$ cat config.mk
export PLATFORM = sky130hd
export DESIGN_NAME = vesp_loader
export DESIGN_NICKNAME = d
export VERILOG_FILES = /design/src/rtl/vesp_loader.sv
export SDC_FILE = /design/constraint.sdc
export NUM_CORES = 1
export LEC_CHECK = 0
export CORE_ASPECT_RATIO = 0.8
export CORE_MARGIN = 2
export CORE_UTILIZATION = 51
export CTS_CLUSTER_DIAMETER = 40
export DETAILED_ROUTE_END_ITERATION = 7
export PLACE_DENSITY = 0.86
export REMOVE_ABC_BUFFERS = 1
export SYNTH_ARGS = -nofsm -noshare
export SYNTH_HDL_FRONTEND = slang
export SYNTH_SLANG_ARGS = --single-unit
$ cat constraint.sdc
create_clock -name clk -period 2.6 [get_ports clk]
set_input_delay 0.39 -clock clk [delete_from_list [all_inputs] [get_ports clk]]
set_output_delay 0.39 -clock clk [all_outputs]
set_load 0.005 [all_outputs]
$ cat src/rtl/vesp_loader.sv
// Boot loader for vesp_risc: clears program memory, then assembles a big-endian byte
// stream into words, writes them from LOAD_BASE upward and finally releases the CPU.
module vesp_loader #(
    parameter int          word_size    = 16,
    parameter int          address_size = 12,
    parameter int unsigned FLUSH_DEPTH  = 256,
    parameter int unsigned LOAD_BASE    = 0
) (
    input  logic                    clk,
    input  logic                    rst,
    input  logic [7:0]              in_data,
    input  logic                    in_valid,
    input  logic                    in_last,
    output logic                    in_ready,
    output logic                    mem_we,
    output logic [address_size-1:0] mem_addr,
    output logic [word_size-1:0]    mem_wdata,
    output logic                    cpu_run,
    output logic                    done,
    output logic                    err,
    output logic [8:0]              word_count
);

    localparam logic [1:0] FLUSH   = 2'd0;
    localparam logic [1:0] LOAD_HI = 2'd1;
    localparam logic [1:0] LOAD_LO = 2'd2;
    localparam logic [1:0] DONE    = 2'd3;

    localparam int                      CW        = $clog2(FLUSH_DEPTH + 1);
    localparam logic [CW-1:0]           FLUSH_END = CW'(FLUSH_DEPTH);
    localparam logic [8:0]              LAST_WC   = 9'(FLUSH_DEPTH - 1);
    localparam logic [address_size-1:0] BASE      = address_size'(LOAD_BASE);

    logic [1:0]              state_q, state_d;
    logic [CW-1:0]           flush_cnt_q, flush_cnt_d;
    logic [7:0]              hi_q, hi_d;
    logic [8:0]              wc_q, wc_d;
    logic                    we_q, we_d;
    logic [address_size-1:0] addr_q, addr_d;
    logic [word_size-1:0]    wdata_q, wdata_d;
    logic                    err_q, err_d;
    // Set on the final word write; the write cycle itself must not accept more bytes.
    logic                    ending_q, ending_d;
    logic                    accept;

    assign in_ready   = (state_q == LOAD_HI || state_q == LOAD_LO) && !ending_q;
    assign accept     = in_valid && in_ready;
    assign done       = (state_q == DONE);
    assign cpu_run    = (state_q == DONE);
    assign mem_we     = we_q;
    assign mem_addr   = addr_q;
    assign mem_wdata  = wdata_q;
    assign err        = err_q;
    assign word_count = wc_q;

    always_comb begin
        state_d     = state_q;
        flush_cnt_d = flush_cnt_q;
        hi_d        = hi_q;
        wc_d        = wc_q;
        we_d        = 1'b0;
        addr_d      = addr_q;
        wdata_d     = wdata_q;
        err_d       = err_q;
        ending_d    = ending_q;
        unique case (state_q)
            FLUSH: begin
                if (flush_cnt_q != FLUSH_END) begin
                    we_d        = 1'b1;
                    addr_d      = address_size'(flush_cnt_q);
                    wdata_d     = '0;
                    flush_cnt_d = flush_cnt_q + CW'(1);
                end else begin
                    state_d = LOAD_HI;
                end
            end
            LOAD_HI: begin
                if (accept) begin
                    if (in_last) begin
                        // Odd byte count: the dangling high byte is dropped.
                        err_d   = 1'b1;
                        state_d = DONE;
                    end else begin
                        hi_d    = in_data;
                        state_d = LOAD_LO;
                    end
                end
            end
            LOAD_LO: begin
                if (ending_q) begin
                    state_d = DONE;
                end else if (accept) begin
                    we_d    = 1'b1;
                    addr_d  = BASE + address_size'(wc_q);
                    wdata_d = word_size'({hi_q, in_data});
                    wc_d    = wc_q + 9'd1;
                    if (in_last) begin
                        ending_d = 1'b1;
                    end else if (wc_q == LAST_WC) begin
                        ending_d = 1'b1;
                        err_d    = 1'b1;
                    end else begin
                        state_d = LOAD_HI;
                    end
                end
            end
            DONE: begin
                state_d = DONE;
            end
            default: begin
                state_d = FLUSH;
            end
        endcase
    end

    always_ff @(posedge clk or posedge rst) begin
        if (rst) begin
            state_q     <= FLUSH;
            flush_cnt_q <= '0;
            hi_q        <= '0;
            wc_q        <= '0;
            we_q        <= 1'b0;
            addr_q      <= '0;
            wdata_q     <= '0;
            err_q       <= 1'b0;
            ending_q    <= 1'b0;
        end else begin
            state_q     <= state_d;
            flush_cnt_q <= flush_cnt_d;
            hi_q        <= hi_d;
            wc_q        <= wc_d;
            we_q        <= we_d;
            addr_q      <= addr_d;
            wdata_q     <= wdata_d;
            err_q       <= err_d;
            ending_q    <= ending_d;
        end
    end

endmodule

After elaboration in Yosys (flattened, before gate mapping)
Cells that the tools add are included.
- bits of input ports: 12
- output and inout port bits: 42
- register bits after elaboration: 59
- bitwise gates (word level): 2
- equal/unequal tests: 16
- reduce and logical (&&, ||, !) cells: 13
- $add $sub $neg: 2
- muxes and demuxes: 31
- operator list (operator ; number):
    two-way mux 16 bit ; 3
    two-way mux 12 bit ; 3
    case mux 16 bit (2 select lines) ; 1
    case mux 12 bit (2 select lines) ; 1
    adder 9 x 1 -> 9 bit, second input constant ; 2
    two-way mux 1 bit ; 14
    != test 2 bit, second input constant ; 7
    two-way mux 2 bit ; 6
    equality test 9 x 8 -> 1 bit, second input constant ; 1
    != test 3 bit, second input constant ; 3
    != test 9 bit, second input constant ; 1
    case mux 2 bit (4 select lines) ; 1
    AND reduction 7 bit ; 1
    AND reduction 3 bit ; 2
    AND reduction 5 bit ; 1
    equality test 2 bit, second input constant ; 2
    case mux 1 bit (2 select lines) ; 2
    AND reduction 4 bit ; 1
    nonzero test 2 bit ; 2
    equality test 2 x 1 -> 1 bit, second input constant ; 1
    logical AND 1 bit ; 2
    logical NOT 2 bit ; 1
    != test 2 x 1 -> 1 bit, second input constant ; 1
    NOT 1 bit ; 2
    3 further kinds ; 3

Depth between registers and ports, before layout
- depth after elaboration: 7
- mapped depth: 8
- mapped depth without buffers: 8

Least setup slack after synthesis
No wires, ideal clock.
- kind: reg-to-reg
- start point: register state_q[1]
- end point: register addr_q[8], in the netlist mem_addr[8]
- cell stages (with the launch flop): 9
- setup time: 0.077 ns
- period minus slack after synthesis: 1.878 ns
- data required time: 2.523 ns
- path buffers: 2
- setup slack: 0.722 ns
- arrival: 1.801 ns
- cells stage by stage: dfrtp_1 -> inv_1 -> ha_1 -> nand4b_2 -> buf_2 -> a32oi_2 -> buf_4 -> nor2_1 -> a21oi_1
- word-level cells in the longest chain between the ends: 6
- RTL lines (element ; line ; source):
    from (decl) ; 34 ; logic [1:0] state_q, state_d;
    from (signal assigned) ; 128 ; state_q <= state_d;
    equality test 2 x 1 -> 1 bit or equality test 2 bit (tied branches) ; 46, 66 ;
    logical OR 1 bit ; 46 ; assign in_ready = (state_q == LOAD_HI || state_q == LOAD_LO) && !ending_q;
    logical AND 1 bit ; 46 ;
    logical AND 1 bit ; 47 ; assign accept = in_valid && in_ready;
    != test 2 bit (no source line) ; - ;
    AND reduction 4 bit (no source line) ; - ;
    to (signal assigned) ; 133 ; addr_q <= addr_d;
    to (decl) ; 39 ; logic [address_size-1:0] addr_q, addr_d;
Parallel ways exist; a longest one is shown, timed or not.
A chain may end at the register's enable or synchronous reset.

Worst setup path after layout
- start point: register state_q[1]
- end point: output port in_ready
- word-level cells in the longest chain between the ends: 3
- RTL lines (element ; line ; source):
    equality test 2 x 1 -> 1 bit or equality test 2 bit (tied branches) ; 46 ;
    logical OR 1 bit (*) ; 46 ;
    logical AND 1 bit (*) ; 46 ;
    to (decl) ; 14 ; output logic in_ready,
Every way passes the cells marked *; elsewhere a longest branch is shown, timed or not.

==> parameters.txt <==
Parameter                              Value

Outcome
  Result of the run    finished clean

Worst setup path
  Endpoint arrival time on the critical path    1.90 ns
  Launching point of the worst reg2reg path    state_q[1]
  Nature of the critical path endpoint    output port
  Setup crit start kind    flop
  Maximum fanout along the worst path    4
  Count of buffering cells on the critical path with inverters included    2
  Critical path startpoint    state_q[1]
  R2r endpoint    mem_wdata[13]
  R2r setup slk    0.53 ns
  Cell chain of the critical path    inv_1 -> ha_1 -> nor2b_1 -> clkdlybuf4s50_1
  Cell depth of the worst flop-to-flop path    5
  Required time at the endpoint of the critical path    2.21 ns
  CP max-delay cell    clkdlybuf4s50_1
  Top cell family by delay on the critical path    buffers and inverters
  WP depth    4
  Start-to-end type of the worst setup path    reg2out
  Delay of the slowest cell on the worst path    0.52 ns

Clock network
  Clock latency on the worst-skew pair    0.32 ns
  Number of buffers inserted during clock tree synthesis    5
  Clock sink count    56
  Clock tree from TritonCTS    yes
  Post-CTS setup buffer count    0
  # H-tree levels    2
  Clock root buffer    clkbuf_8
  Reg clk slew, reported paths    0.11 ns
  Cts repair resizes    0
  CTS max path bufs    2
  Hold bufs inserted after CTS    0

Job
  Max Cap Viol    0

STA
  Post-route minimum period    2.29 ns
  Pin slew with the least headroom to its limit    0.607 ns
  Number of failing hold endpoints at the final stage    0
  Worst slew margin    59.5%
  Number of slew-limit violations in the final report    0
  Highest clock rate    437 MHz
  Period Utilization, post-route    88.1%
  Final setup violation count    0
  Total negative setup slack    0 ns
  Unrepaired setup endpoints after global routing    no
  Fin Clk Skew    0.0107 ns

Route
  DR iter-0 viols    68
  Total number of vias    1799
  Count of nets left with antenna violations after detail routing    0
  DRT Pass-1 Iters    4
  Routed wirelength normalized by instance count    16.1 um
  Number of vias per cell    5.52
  Total detailed-routing wirelength    5250 um
  Post-route DRC violation count    0

Synth
  Cells after Synth    210
  Area share of the largest cell type after synthesis    53.5%
  Most frequent cells after synthesis    dfrtp_1, nor2_1, nand2_1
  Post-Syn Area per Cell    12.5 um2
  Area contributors post-synth    dfrtp_1, ha_1, mux2i_1
  Number of enable-type register cells in the synthesized netlist    0
  Number of distinct standard cells referenced by the synthesized netlist    47
  Share of synthesized flip-flops with an asynchronous set or reset    100%
  Count of state elements after synthesis    56
  Yosys synthesis warning count    0
  Most common flop cell mapped by yosys    dfrtp_1
  Dominant cell by count in the synthesized netlist    dfrtp_1
  Syn Std Cell Area    2620 um2
  Sequential element share of the synthesized area    53.5%
  Cell type with the highest aggregate area in the netlist    dfrtp_1

Floorplanning
  Starting utilization of the core area    52.6%
  Die Height    68.1 um
  # rows    23
  Die width    84.1 um
  Number of top-level pins    54
  Core area    4980 um2
  Floorplan die area    5720 um2

GRT
  Sum of overflow across all layers after global routing    0
  Vias in the first global route    1659
  Number of antenna violations at the first check in global routing    0
  Pin count of the biggest net entering global routing    30
  Wire length of the first global-routing pass    8210 um
  Total global-route track usage    18.8%

Cells and area
  Net count, final    284
  Number of diodes    0
  Filler cell count    365
  Fraction of layout instances using a drive strength above 1    14.8%
  Signed area change from the synthesized netlist to the final layout    23.9%

Power
  Max VDD drop    0.270 mV
  Total power after layout    1.41 mW
  Leakage power summed over all cells    1.47 nW
  Pwr/cell area    435 nW/um2

Placed design
  Port bufs    50
  Final GP Congestion    0.804
  DP HPWL    3780 um

Worst hold path
  Class of the worst hold path    in2async
## metrics by stage
step           area [um2]  hold WS (ns)  utilization (%)  instances  worst slack, ns
3_3_place_gp         3150         0.469             63.3        318            0.580
6_report             3240         0.446             65.1        326            0.310
5_1_grt              3240         0.497             65.1        326            0.219
4_1_cts              3240         0.467             65.1        326            0.319
3_5_place_dp         3150         0.482             63.3        318            0.517
2_1_floorplan        2520         0.462                -        201            0.349
## layout by cell type (no fill, tap or decap), types with 2 or more instances in the layout
cell type        instances
conb_1                   3
nor2_1                  16
buf_4                    4
clkdlybuf4s50_1         50
a21oi_1                 10
mux2_2                   8
inv_1                    8
nand2_1                 13
nor4_1                   2
and3_1                   2
nor3_1                   2
o21bai_1                 2
xor2_1                   6
a22o_1                  10
nand4_1                  4
mux2i_1                 10
nand3_1                  2
a22o_2                   6
inv_6                    2
ha_1                     9
dfrtp_1                 56
xnor2_1                  9
clkbuf_8                 5
## layer usage
layer | vias to the layer above | track usage (%) | wire length (um)
li1 | 846 | - | -
met5 | - | 0 | 0
met1 | 894 | 24.9 | 2520
met2 | 50 | 30.5 | 2390
met4 | 0 | 6.05 | 71
met3 | 9 | 5.43 | 272
## worst register-to-register path: stages, from the launching register on
cell and delay [ns]:
dfrtp_1 0.42, inv_1 0.12, ha_1 0.36, nand4b_2 0.35
a22o_4 0.43, a22o_2 0.28
## area by class of cell
cell class / instances / area [um2] / share of cell area (%)
clock buffers: 5 / 68.8 / 2.12
clock inverters: 3 / 25.0 / 0.772
inverters: 9 / 33.8 / 1.04
multi-input cells: 136 / 1090 / 33.5
flip-flops and latches: 56 / 1400 / 43.2
well taps: 62 / 77.6 / 2.39
repair buffers: 55 / 551 / 17.0
## sequential cells by signal, indices dropped and copies added (netlist names)
name / cells
mem_addr: 9
err: 1
mem_we: 1
flush_cnt_q: 9
hi_q: 8
state_q: 2
mem_wdata: 16
word_count: 9
ending_q: 1
## report_power, final
| group | leakage, nW | internal [mW] | switching (mW) |
|---|---|---|---|
| Clock | 0.0452 | 0.197 | 0.300 |
| Sequential | 0.720 | 0.870 | 0 |
| Combinational | 0.700 | 0.0179 | 0.0243 |
## kinds of logic after synthesis
kind of cell	synth area share (%)
mux	7.70
compound gates	12.4
fa+ha+maj	4.30
other cells	0.143
flops	53.5
buf+inv	5.26
xor+xnor	5.02
simple gates	11.7
## how the worst max path moves through the flow
stage / endpoint / slack (ns)
after floorplan: mem_addr[0] / 0.35
after detailed placement: mem_wdata[13] / 0.52
after global routing: in_ready / 0.22
after CTS: in_ready / 0.32
after global placement: mem_wdata[10] / 0.58
final: in_ready / 0.31
(Power assumes the default switching activity.)
